[src/rtl/fp_addsub_pipe.sv]
// fp_addsub_pipe: two-stage streaming fixed-point adder/subtractor.
// Stage 1 aligns both operands to a common Q-format and registers the exact
// sum or difference; stage 2 converts it to the output Q-format with
// saturation or wrap-around and raises overflow/underflow flags.
// A valid/ready handshake runs through both stages, so the block holds at
// most two in-flight items and never drops, duplicates or reorders them.
module fp_addsub_pipe #(
  parameter int I1  = 2,
  parameter int F1  = 14,
  parameter int S1  = 1,
  parameter int I2  = 2,
  parameter int F2  = 14,
  parameter int S2  = 1,
  parameter int I3  = 2,
  parameter int F3  = 14,
  parameter int S3  = 1,
  parameter int SAT = 1
) (
  input  logic             clk,
  input  logic             rst_n,
  input  logic             in_valid,
  output logic             in_ready,
  input  logic [I1+F1-1:0] a,
  input  logic [I2+F2-1:0] b,
  input  logic             sub,
  output logic             out_valid,
  input  logic             out_ready,
  output logic [I3+F3-1:0] c,
  output logic             overflow,
  output logic             underflow
);

  // Operand and result widths.
  localparam int N1 = I1 + F1;
  localparam int N2 = I2 + F2;
  localparam int N3 = I3 + F3;

  // Internal format: common fraction width, integer part with two guard bits
  // (one for the carry, one so an unsigned operand always reads as positive).
  localparam int FM = (F1 > F2) ? F1 : F2;
  localparam int IM = ((I1 > I2) ? I1 : I2) + 2;
  localparam int W  = IM + FM;

  // Alignment shifts that bring each operand onto the FM binary point.
  localparam int SH1 = FM - F1;
  localparam int SH2 = FM - F2;

  // Output conversion: exactly one of UP/DN is non-zero (or both are zero).
  localparam int UP = (F3 >= FM) ? (F3 - FM) : 0;
  localparam int DN = (F3 <  FM) ? (FM - F3) : 0;

  // Comparison width: wide enough for the rescaled internal value and for the
  // output limits, plus margin so the limits are always positive/negative as
  // intended when compared as signed numbers.
  localparam int WV  = IM + F3;
  localparam int WC0 = (W > WV) ? W : WV;
  localparam int WC  = ((WC0 > N3) ? WC0 : N3) + 2;

  // Output range limits expressed in the comparison width.
  localparam logic signed [WC-1:0] MAX_V = (S3 != 0)
      ? {{(WC-N3+1){1'b0}}, {(N3-1){1'b1}}}
      : {{(WC-N3){1'b0}}, {N3{1'b1}}};
  localparam logic signed [WC-1:0] MIN_V = (S3 != 0)
      ? {{(WC-N3+1){1'b1}}, {(N3-1){1'b0}}}
      : {WC{1'b0}};

  // Pipeline state.
  logic                 v1_q, v1_d;
  logic                 v2_q, v2_d;
  logic signed [W-1:0]  sum_q, sum_d;
  logic [N3-1:0]        c_q, c_d;
  logic                 ovf_q, ovf_d;
  logic                 udf_q, udf_d;

  // Handshake enables.
  logic en1, en2;

  // Stage-1 datapath.
  logic [W-1:0]         a_ext, b_ext;
  logic [W-1:0]         ea, eb;
  logic signed [W-1:0]  sum_calc;

  // Stage-2 datapath.
  logic signed [WC-1:0] sum_wide;
  logic signed [WC-1:0] val;
  logic                 ovf_calc, udf_calc;
  logic [N3-1:0]        c_conv;

  // Stall logic: a stage may load whenever it is empty or the stage after it
  // is moving. in_ready depends only on state and out_ready.
  always_comb begin
    en2      = !v2_q || out_ready;
    en1      = !v1_q || en2;
    in_ready = en1;
  end

  // Stage-1 arithmetic: extend by signedness, align binary points, add/sub.
  // With two guard bits in W the result is exact and cannot wrap.
  always_comb begin
    a_ext    = (S1 != 0) ? {{(W-N1){a[N1-1]}}, a} : {{(W-N1){1'b0}}, a};
    b_ext    = (S2 != 0) ? {{(W-N2){b[N2-1]}}, b} : {{(W-N2){1'b0}}, b};
    ea       = a_ext << SH1;
    eb       = b_ext << SH2;
    sum_calc = sub ? (ea - eb) : (ea + eb);
  end

  // Stage-2 conversion: rescale to F3 fraction bits (floor when dropping
  // bits), range-check against the output limits, then clamp or wrap.
  always_comb begin
    sum_wide = {{(WC-W){sum_q[W-1]}}, sum_q};
    val      = (sum_wide <<< UP) >>> DN;
    ovf_calc = (val > MAX_V);
    udf_calc = (val < MIN_V);
    c_conv   = val[N3-1:0];
    if (SAT != 0) begin
      if (ovf_calc) begin
        c_conv = MAX_V[N3-1:0];
      end else if (udf_calc) begin
        c_conv = MIN_V[N3-1:0];
      end
    end
  end

  // Next-state for both stages; registers hold whenever their stage stalls,
  // which keeps c and the flags stable while out_valid & !out_ready.
  always_comb begin
    v1_d  = v1_q;
    sum_d = sum_q;
    v2_d  = v2_q;
    c_d   = c_q;
    ovf_d = ovf_q;
    udf_d = udf_q;
    if (en1) begin
      v1_d = in_valid;
      if (in_valid) begin
        sum_d = sum_calc;
      end
    end
    if (en2) begin
      v2_d = v1_q;
      if (v1_q) begin
        c_d   = c_conv;
        ovf_d = ovf_calc;
        udf_d = udf_calc;
      end
    end
  end

  // State registers with asynchronous active-low clear.
  always_ff @(posedge clk or negedge rst_n) begin
    if (!rst_n) begin
      v1_q  <= 1'b0;
      v2_q  <= 1'b0;
      sum_q <= '0;
      c_q   <= '0;
      ovf_q <= 1'b0;
      udf_q <= 1'b0;
    end else begin
      v1_q  <= v1_d;
      v2_q  <= v2_d;
      sum_q <= sum_d;
      c_q   <= c_d;
      ovf_q <= ovf_d;
      udf_q <= udf_d;
    end
  end

  assign out_valid = v2_q;
  assign c         = c_q;
  assign overflow  = ovf_q;
  assign underflow = udf_q;

endmodule

[config.mk]
export PLATFORM = sky130hd
export DESIGN_NAME = fp_addsub_pipe
export DESIGN_NICKNAME = d
export VERILOG_FILES = /design/src/rtl/fp_addsub_pipe.sv
export SDC_FILE = /design/constraint.sdc
export NUM_CORES = 1
export LEC_CHECK = 0
export ABC_AREA = 1
export CAP_MARGIN = 20
export CORE_MARGIN = 3
export CORE_UTILIZATION = 45
export DETAILED_ROUTE_END_ITERATION = 8
export DONT_BUFFER_PORTS = 1
export PLACE_DENSITY = 0.69
export SYNTH_ARGS = -nofsm -noshare
export SYNTH_HDL_FRONTEND = slang
export SYNTH_SLANG_ARGS = --single-unit
[constraint.sdc]
create_clock -name clk -period 1.7 [get_ports clk]
set_input_delay 0.085 -clock clk [delete_from_list [all_inputs] [get_ports clk]]
set_output_delay 0.085 -clock clk [all_outputs]
set_load 0.05 [all_outputs]
Word-level counts from Yosys, hierarchy flattened --
Cells that the tools add are included.
Operators by class: magnitude comparators 2, add/subtract/negate cells 2, reductions and logical operators 6, muxes and demuxes 3
Operators by type and width (number):
- two-way mux 16 bit | 2
- > comparator 18 x 16 -> 1 bit, second input constant | 1
- less-than comparator 18 x 16 -> 1 bit, second input constant | 1
- two-way mux 18 bit | 1
- adder 16 x 16 -> 17 bit | 1
- subtractor 16 x 16 -> 17 bit | 1
- AND reduction 2 bit | 2
- zero test 1 bit | 2
- logical OR 1 bit | 2
Word-level totals: register bits 38, output and inout bits 20

Logic depth before layout (Yosys ltp) --
Gate-level depths: netlist of the first run.
word-level depth 4, depth in mapped cells 21

Least setup slack after synthesis of the first run --
Ideal clock, no wire load.
path kind register to register, from reg v2_q, in the netlist out_valid, to reg sum_q[8], path slack -0.297 ns, arrival time 1.870 ns, stages on the path, launching flop included 6, path buffers 0, clock period less this slack 1.997 ns, path through dfrtp_1 nand3_1 nand2_2 clkinv_1 o21ai_0 o21ai_0
Between the ends: cells in the longest elaborated chain, start to end 4
RTL lines:
- from (decl) | line 69 | logic v2_q, v2_d;
- from (signal assigned) | line 160 | v2_q <= v2_d;
- zero test 1 bit | line 92 | en2 = !v2_q || out_ready;
- logical OR 1 bit | line 92
- logical OR 1 bit | line 93 | en1 = !v1_q || en2;
- net in_ready | line 22 | output logic in_ready,
- AND reduction 2 bit (no line)
- to (signal assigned) | line 161 | sum_q <= sum_d;
- to (decl) | line 70 | logic signed [W-1:0] sum_q, sum_d;
The timed path passes the listed nets, and every way through them passes these cells. A chain may end at the register's enable or synchronous reset.

Worst setup path in the final report of the first run --
from in b[0], to reg sum_q[16]
Between the ends: cells in the longest elaborated chain, start to end 2
RTL lines:
- from (decl) | line 24 | input logic [I2+F2-1:0] b,
- adder 16 x 16 -> 17 bit or subtractor 16 x 16 -> 17 bit (tied branches) | line 104 | sum_calc = sub ? (ea - eb) : (ea + eb);
- two-way mux 18 bit * | line 104
Every way passes the cells marked *; elsewhere a longest branch is shown, timed or not.

==> results of run 1 <==
==> area by class of cell <==
cell class                 instances  area share, %
multi-input combinational        313           51.9
sequential                        37           23.7
timing repair buffer              62           12.5
inverter                          49           6.11
tap                               75           2.40
clock buffer                       5           1.76
clock inverter                     3           1.66
==> cells in the final DEF (no fill, tap or decap), types with 2 or more instances in the layout <==
master / n
a21oi_2: 8
dfrtp_1: 37
nand3_4: 3
o21ai_4: 2
buf_6: 2
nor2_4: 7
nand2_4: 7
ha_4: 9
nor2_2: 2
clkbuf_8: 5
nor3_1: 2
xor2_1: 8
buf_4: 58
xnor2_1: 10
inv_2: 6
o21ai_1: 2
ha_1: 8
bufinv_16: 2
nor2_1: 18
o21ai_0: 32
inv_4: 2
nand2_2: 17
nand3_1: 15
nand3b_1: 4
nand2_1: 132
inv_1: 37
a21oi_1: 6
a21oi_4: 3
nand4_1: 2
nand3_2: 5
xnor2_2: 2
==> registers in the layout, indices dropped and copies added (netlist names) <==
register / flops
c: 16
out_valid: 1
overflow: 1
sum_q: 17
underflow: 1
v1_q: 1
==> where the power goes <==
group	total, mW	internal [mW]	switching, mW	leakage (nW)
clock network	0.883	0.583	0.300	0.0681
registers	1.87	1.18	0.689	0.453
logic	1.79	0.741	1.05	1.44
total	4.54	2.50	2.04	1.96
==> metrics by stage <==
step	std cells	setup WS [ns]	hold slack [ns]	instance area [µm²]
floorplan	407	-0.133	-0.211	2960
global placement	523	-0.427	-0.210	3370
detailed placement	523	-0.449	-0.210	3370
CTS	539	-0.0625	0.0300	3640
global route	544	-0.206	0.0444	3910
finish	544	-0.0780	0.0422	3910
==> cells by family (layout without fill, tap and decap cells) <==
logic type,after synthesis,after routing
adder cells (fa/ha/maj),18,18
flip-flops,37,37
buffers and inverters,57,119
AO/OA/AOI/OAI,57,57
AND/OR/NAND/NOR,218,218
XOR/XNOR,20,20
==> routing by layer <==
| layer | share of wire (%) | routed length (µm) |
|---|---|---|
| met1 | 43 | 2970 |
| met2 | 49 | 3360 |
| met3 | 6.4 | 437 |
| met4 | 0.98 | 67 |
| met5 | 0 | 0 |
==> final timing paths <==
check                      cells after the start               endpoint  slack [ns]                  start
hold / removal                                 2   sum_q[0]$_DFFE_PN0P_        0.04                   b[0]
setup / recovery                              17  sum_q[16]$_DFFE_PN0P_       -0.08                   b[0]
hold reg to reg                                2   sum_q[1]$_DFFE_PN0P_        0.48   sum_q[1]$_DFFE_PN0P_
max in group asynchronous                      2   sum_q[1]$_DFFE_PN0P_        1.26                  rst_n
min in group asynchronous                      2       c[0]$_DFFE_PN0P_        0.25                  rst_n
setup reg to reg                               5       c[3]$_DFFE_PN0P_        0.29  out_valid$_DFFE_PN0P_
==> what timing repair did <==
action,4_1_cts,5_1_grt
hold buffers,2,0
setup buffers,6,5
setup endpoints to repair,2,7
hold endpoints to repair,37,0
pin swaps,27,35
resized for setup,18,50
==> flow_summary.yaml, run 1 <==
clocking:
  cts_made_buffers: 5
  clockBufferDepth: 2
  htree_levels: 2
  path_clk_slew_ns: 0.06
  cts.sinks: 37
  root_buffer: "clkbuf_8"
  clk_latency_ns: 0.29
  tritoncts: "built"
global_route:
  grt_util_met1_pct: 23.7
  met3_usage_pct: 5.34
  gr-usage-all-layers_pct: 19.0
  antenna_found_initial: 0
  grt_pass1_wl_mm: 11.4
  grt_pass1_vias: 2561
  use_met2_pct: 32.2
  overflow: 0
  grt_max_degree: 38
  grt-busiest-layer: "met2"
yosys:
  synth_top_family_by_area: "simple AND/OR/NAND/NOR gates"
  syn_area_um2: 2810
  ys_warn_count: 0
  yosys.area.top_type: "dfrtp_1"
  synth-adder-area-share_pct: 8.29
  async_reset_ff_share_pct: 100
  synth_area_leaders: "dfrtp_1 33%, nand2_1 20%, ha_1 7.6%, o21ai_0 5.9%, inv_1 5.6%"
  synth_flop_cell: "dfrtp_1"
  ys_seq_area_share_pct: 33.0
  synthMuxAreaShare_pct: 0
  avgSynthCellArea_um2: 6.90
  synth_xor_area_share_pct: 6.24
  yosys-top-cells-count: "150 x nand2_1, 42 x inv_1, 37 x dfrtp_1"
  synth-simple-area-share_pct: 33.0
  synth_cell_type_count: 37
  yosysMostFrequentCell: "nand2_1"
  ys_ff_latch: 37
  synth_edf_count: 0
  synth_top_cell_area_share_pct: 33.0
  synth_fp_nets: 462
  synthCells: 407
  synth_compound_area_share_pct: 11.1
setup_path:
  required_ns: 1.92
  cp_top_family: "simple AND/OR/NAND/NOR gates"
  crit_path_top_delay_cell: "ha_4"
  crit_chain: "inv_16 -> ha_4 -> nand3_4 -> nor2_4 -> buf_4 -> a31oi_2 -> xor2_1 -> inv_1 -> ha_4 -> nand2_4 -> nor3_4 -> nand2_1 -> nand2_1 -> nand3_2 -> nand2_2 -> nand2_2 -> nand2_1"
  critPathLaunchType: "input pin"
  arrival_ns: 2.00
  endpoint_kind: "flip-flop"
  max_stage_delay_ns: 0.33
  timing.critical_path.mode_cell: "nand2_1"
  cp_num_buf_inv: 3
  crit_fanout: 6
  crit_type: "input pin to flip-flop"
route:
  post-route-drc-count: 0
  routed_wl_mm: 6.83
  wl_per_cell_um: 12.6
  firstDrtPassIters: 4
  drt_iter0_drc: 105
  ant_nets: 0
  via_per_inst: 4.92
  vias: 2677
power:
  power-per-cell-area_nw_per_um2: 1160
  p_leak_nw: 1.96
  ir_drop_v: 0.00105
  totalPowerFinal_mw: 4.54
layout:
  seqCellArea_um2: 926
  nets: 523
  n_fill_cell: 523
  num_antenna_cells: 0
  multi_input_area_um2: 2030
  final_util_pct: 65.3
  drive_above_1_share_pct: 31.6
  area_delta_synth_final_pct: 39.3
floorplanning:
  die_area_um2: 7220
  io_pins: 57
  dieWidth_um: 85.0
  initial_utilization_pct: 46.9
  die_h_um: 85.0
  coreArea_um2: 5990
  row_count: 28
sta:
  fin_setup_tns_ns: -0.0780
  setup_viol: 1
  worst_slew_pin_slew_ns: 0.520
  period_needed_ns: 1.78
  clock.fmax_mhz: 562
  slew_headroom_pct: 65.3
  final.period_utilization_pct: 105
  rsz0062_at_grt: "true"
  fin_skew_ns: 0.00714
  finalHoldViolCount: 0
  setup_ws_ns: -0.0780
  final-max-slew-violation-count: 0
placement:
  dp_hpwl_mm: 5.31
  io_buffers: 0
  gp_congestion: 0.858
run_status:
  status: "finished with violations"
  violations: "setup timing"
run:
  maxCapViolations: 0
min_path:
  hold_path_class: "input pin to flip-flop"
(Power assumes the default switching activity.)
==> run 2: changes to the inputs <==
==> constraint.sdc (replaced) <==
create_clock -name clk -period 2.25 [get_ports clk]
set_input_delay 0.1125 -clock clk [delete_from_list [all_inputs] [get_ports clk]]
set_output_delay 0.1125 -clock clk [all_outputs]
set_load 0.05 [all_outputs]
==> flow_summary.yaml, run 2 (same netlist as run 1, synthesis figures left out) <==
setup_path:
  required_ns: 2.42
  endpoint_kind: "flip-flop"
  r2r_setup_slack_ns: 0.84
  crit_type: "input pin to flip-flop"
  r2r-start: "out_valid$_DFFE_PN0P_"
  crit_fanout: 6
  arrival_ns: 2.11
  timing.rr.end: "sum_q[10]$_DFFE_PN0P_"
  critPathLaunchType: "input pin"
  r2r_cells: 6
sta:
  clock.fmax_mhz: 516
  final-max-slew-violation-count: 0
  slew_headroom_pct: 67.6
  rsz0062_at_grt: "false"
  period_needed_ns: 1.94
  worst_slew_pin_slew_ns: 0.486
  finalHoldViolCount: 0
  final.period_utilization_pct: 86.2
  fin_skew_ns: 0.00442
  fin_setup_tns_ns: 0
  setup_viol: 0
floorplanning:
  dieWidth_um: 85.0
  die_h_um: 85.0
  die_area_um2: 7220
  coreArea_um2: 5990
  io_pins: 57
  row_count: 28
  initial_utilization_pct: 46.9
layout:
  drive_above_1_share_pct: 8.43
  final_util_pct: 50.3
  largest_reg_flops: 17
  num_antenna_cells: 0
  area_delta_synth_final_pct: 7.22
  multi_input_area_um2: 1650
  largest_register: "sum_q"
  layout_common_cells: "150 x nand2_1, 42 x inv_1, 37 x dfrtp_1"
  seqCellArea_um2: 926
  n_fill_cell: 591
  final_common_cell: "nand2_1"
  nets: 469
power:
  totalPowerFinal_mw: 2.82
  power-per-cell-area_nw_per_um2: 935
  ir_drop_v: 0.000781
  p_leak_nw: 1.60
route:
  met3_length_um: 450
  vias: 2460
  ant_nets: 0
  post-route-drc-count: 0
  drt_iter0_drc: 74
  routed_wl_mm: 5.98
  wl_per_cell_um: 12.2
  firstDrtPassIters: 5
  via_per_inst: 5.02
  dr.max_layer_used: "met4"
  met2_length_mm: 2.59
  drt-met1-wl_mm: 2.83
min_path:
  hold_path_class: "input pin to flip-flop"
  hold_depth: 3
  min-delay-start: "out_ready"
  min_to: "out_valid$_DFFE_PN0P_"
global_route:
  grt_pass1_wl_mm: 10.3
  grt_pass1_vias: 2355
  overflow: 0
  grt_max_degree: 38
  gr-usage-all-layers_pct: 17.2
  antenna_found_initial: 0
clocking:
  cts_made_buffers: 5
  path_clk_slew_ns: 0.07
  cts.sinks: 37
  tritoncts: "built"
  clk_latency_ns: 0.28
  htree_levels: 2
  clockBufferDepth: 2
  root_buffer: "clkbuf_8"
placement:
  gp_congestion: 0.894
  io_buffers: 0
  dp_hpwl_mm: 4.85
run:
  maxCapViolations: 0
run_status:
  status: "completed"
run 2: where the power goes:
group | total, mW | leakage [nW] | internal (mW) | switching [mW]
clock | 0.430 | 0.0395 | 0.220 | 0.210
sequential | 1.56 | 0.453 | 0.890 | 0.667
combinational | 0.829 | 1.11 | 0.310 | 0.518
run 2: per-layer routing:
layer | global-route usage [%] | up-vias
li1 | - | 1301
met1 | 22.9 | 1070
met2 | 26.4 | 80
met3 | 5.63 | 9
met4 | 5.32 | 0
met5 | 0 | -
run 2: worst max-delay path, stage by stage:
cell and delay (ns):
inv_1 0.04, ha_1 0.23, nand3_1 0.12, nor2_2 0.06
buf_4 0.13, a31oi_1 0.15, xor2_1 0.16, inv_1 0.06
ha_1 0.34, nand2_1 0.17, nor2_1 0.07, nand2_1 0.06
nand2_1 0.04, nor2_1 0.13, nand3b_1 0.09, nand3_1 0.10
nand2_1 0.06
run 2: how the worst max path moves through the flow:
stage / startpoint / endpoint / slack [ns] / cells after the start
after global placement: b[0] / sum_q[15]$_DFFE_PN0P_ / 0.03 / 17
after floorplan: b[0] / sum_q[16]$_DFFE_PN0P_ / 0.23 / 18
final: b[0] / sum_q[15]$_DFFE_PN0P_ / 0.31 / 17
after global routing: b[0] / sum_q[16]$_DFFE_PN0P_ / 0.00007 / 18
after CTS: b[0] / sum_q[16]$_DFFE_PN0P_ / 0.26 / 18
after detailed placement: b[0] / sum_q[16]$_DFFE_PN0P_ / -0.04 / 18
run 2: final cells by class:
class / count / share of cell area, %
clock buffers: 8 / 2.66
inverters: 49 / 6.19
multi-input cells: 313 / 54.8
flip-flops and latches: 37 / 30.8
well taps: 75 / 3.12
repair buffers: 8 / 2.49
run 2: stage by stage:
stage          hold WS, ns  area (µm²)  std cells  setup slack, ns
4_1_cts             0.0256        3000        489            0.265
5_1_grt             0.0409        3010        490        0.0000697
3_5_place_dp        -0.182        2890        479          -0.0408
3_3_place_gp        -0.182        2890        479           0.0305
2_1_floorplan       -0.183        2810        407            0.235
6_report            0.0348        3010        490            0.310
run 2: timing repair:
action	in CTS	in global routing
hold endpoints to repair	37	0
setup buffers	0	1
hold buffers	2	0
setup endpoints to repair	0	1
resized for setup	0	1
==> run 3: changes to the inputs <==
==> constraint.sdc (replaced) <==
create_clock -name clk -period 2.1 [get_ports clk]
set_input_delay 0.105 -clock clk [delete_from_list [all_inputs] [get_ports clk]]
set_output_delay 0.105 -clock clk [all_outputs]
set_load 0.05 [all_outputs]
==> flow_summary.yaml, run 3 (same netlist as run 1, synthesis figures left out) <==
run_status:
  status: "completed"
setup_path:
  arrival_ns: 2.17
  endpoint_kind: "flip-flop"
  r2r_setup_slack_ns: 0.73
  required_ns: 2.32
  timing.rr.end: "c[3]$_DFFE_PN0P_"
  r2r_cells: 5
  crit_fanout: 5
  critPathLaunchType: "input pin"
  crit_type: "input pin to flip-flop"
  r2r-start: "out_valid$_DFFE_PN0P_"
global_route:
  grt-busiest-layer: "met2"
  antenna_found_initial: 0
  grt_util_met1_pct: 22.8
  grt_pass1_wl_mm: 10.7
  met3_usage_pct: 5.34
  grt_max_degree: 38
  grt_pass1_vias: 2450
  gr-usage-all-layers_pct: 18.0
  overflow: 0
  use_met2_pct: 28.7
route:
  ant_nets: 0
  drt_iter0_drc: 95
  post-route-drc-count: 0
  via_per_inst: 5.00
  routed_wl_mm: 6.33
  firstDrtPassIters: 5
  wl_per_cell_um: 12.5
  vias: 2541
placement:
  place_inst: 497
  gp_congestion: 0.915
  place_ws_ns: -0.205
  dp_hpwl_mm: 4.89
  dpl_cell_area_um2: 3030
  io_buffers: 0
power:
  p_int_mw: 1.61
  switching_power_mw: 1.53
  ir_drop_v: 0.000901
  power-per-cell-area_nw_per_um2: 962
  p_leak_nw: 1.70
  p_clk_share_pct: 15.3
  comb_power_share_pct: 31.5
  switching_share_pct: 48.6
  p_seq_share_pct: 53.2
floorplanning:
  row_count: 28
  coreArea_um2: 5990
  dieWidth_um: 85.0
  io_pins: 57
  die_area_um2: 7220
  die_h_um: 85.0
  initial_utilization_pct: 46.9
sta:
  rsz0062_at_grt: "false"
  worst_slew_pin_slew_ns: 0.513
  whs_ns: 0.0270
  slew_headroom_pct: 65.8
  setup_ws_ns: 0.147
  finalHoldViolCount: 0
  fin_setup_tns_ns: 0
  final.period_utilization_pct: 93.0
  final-max-slew-violation-count: 0
  fin_skew_ns: 0.00406
  period_needed_ns: 1.95
  setup_viol: 0
  clock.fmax_mhz: 512
min_path:
  hold_path_class: "input pin to flip-flop"
  min-delay-start: "out_ready"
  min_to: "out_valid$_DFFE_PN0P_"
  hold_depth: 3
clocking:
  clk_latency_ns: 0.28
  clockBufferDepth: 2
  path_clk_slew_ns: 0.07
  root_buffer: "clkbuf_8"
  tritoncts: "built"
  cts.sinks: 37
  htree_levels: 2
  cts_made_buffers: 5
layout:
  num_antenna_cells: 0
  drive_above_1_share_pct: 17.1
  fin_cells: 508
  n_fill_cell: 582
  seqCellArea_um2: 926
  largest_reg_flops: 17
  area_delta_synth_final_pct: 16.3
  multi_input_area_um2: 1750
  layout_common_cells: "146 x nand2_1, 41 x inv_1, 37 x dfrtp_1"
  final_common_cell: "nand2_1"
  design_area_um2: 3270
  largest_register: "sum_q"
  nets: 488
run:
  maxCapViolations: 0
run 3: cell count changes in the layout (fill, tap and decap cells not counted), sizes merged:
| cell | change |
|---|---|
| buf | +19 |
| clkbuf | -1 |
run 3: area by class of cell:
type | instances | area share [%]
tap | 75 | 2.87
inverter | 49 | 5.79
timing repair buffer | 27 | 6.78
sequential | 37 | 28.4
clock buffer | 7 | 2.64
multi-input combinational | 313 | 53.6
run 3: power groups by stage:
stage                     clock (mW)  sequential (mW)  combinational (mW)
after floorplan                    0             1.65               0.698
after global placement             0             1.68               0.901
after detailed placement           0             1.69               0.924
after CTS                      0.501             1.68               0.951
after global routing           0.524             1.71                1.14
final                          0.482             1.67               0.990
run 3: worst max-delay path: stages:
cell,delay (ns)
inv_4,0.05
buf_6,0.09
nand3_4,0.08
o21ai_4,0.21
nand2_4,0.08
nor2_4,0.14
xor2_1,0.19
ha_1,0.34
nand2_1,0.13
inv_2,0.06
nand2_1,0.07
nand2_1,0.10
nand2_1,0.09
nand2_1,0.05
a21oi_1,0.12
nand2_1,0.07
nand2_1,0.07
nand2_1,0.06
nand2_1,0.06
run 3: worst max-delay path by stage:
| stage | from | endpoint | cells after the start |
|---|---|---|---|
| 6_report | b[0] | sum_q[16]$_DFFE_PN0P_ | 19 |
| 5_1_grt | b[1] | sum_q[16]$_DFFE_PN0P_ | 19 |
| 4_1_cts | b[0] | sum_q[16]$_DFFE_PN0P_ | 18 |
| 3_5_place_dp | b[0] | sum_q[16]$_DFFE_PN0P_ | 18 |
| 3_3_place_gp | b[0] | sum_q[14]$_DFFE_PN0P_ | 18 |
| 2_1_floorplan | b[0] | sum_q[16]$_DFFE_PN0P_ | 18 |
run 3: metrics by stage:
stage	util, %	total power, mW
6_report	54.5	3.14
5_1_grt	54.5	3.38
4_1_cts	52.4	3.13
3_5_place_dp	50.5	2.61
3_3_place_gp	50.5	2.58
2_1_floorplan	-	2.35
run 3: per-layer routing:
layer | routed length (µm) | up-vias
met4 | 114 | 0
met2 | 2830 | 77
met3 | 448 | 8
li1 | - | 1342
met1 | 2940 | 1114
met5 | 0 | -
run 3: repair_timing:
item,in CTS,in global routing
resized for setup,0,26
hold buffers,2,0
endpoints found under the setup margin,0,6
endpoints found under the hold margin,37,0
buffers inserted,0,2
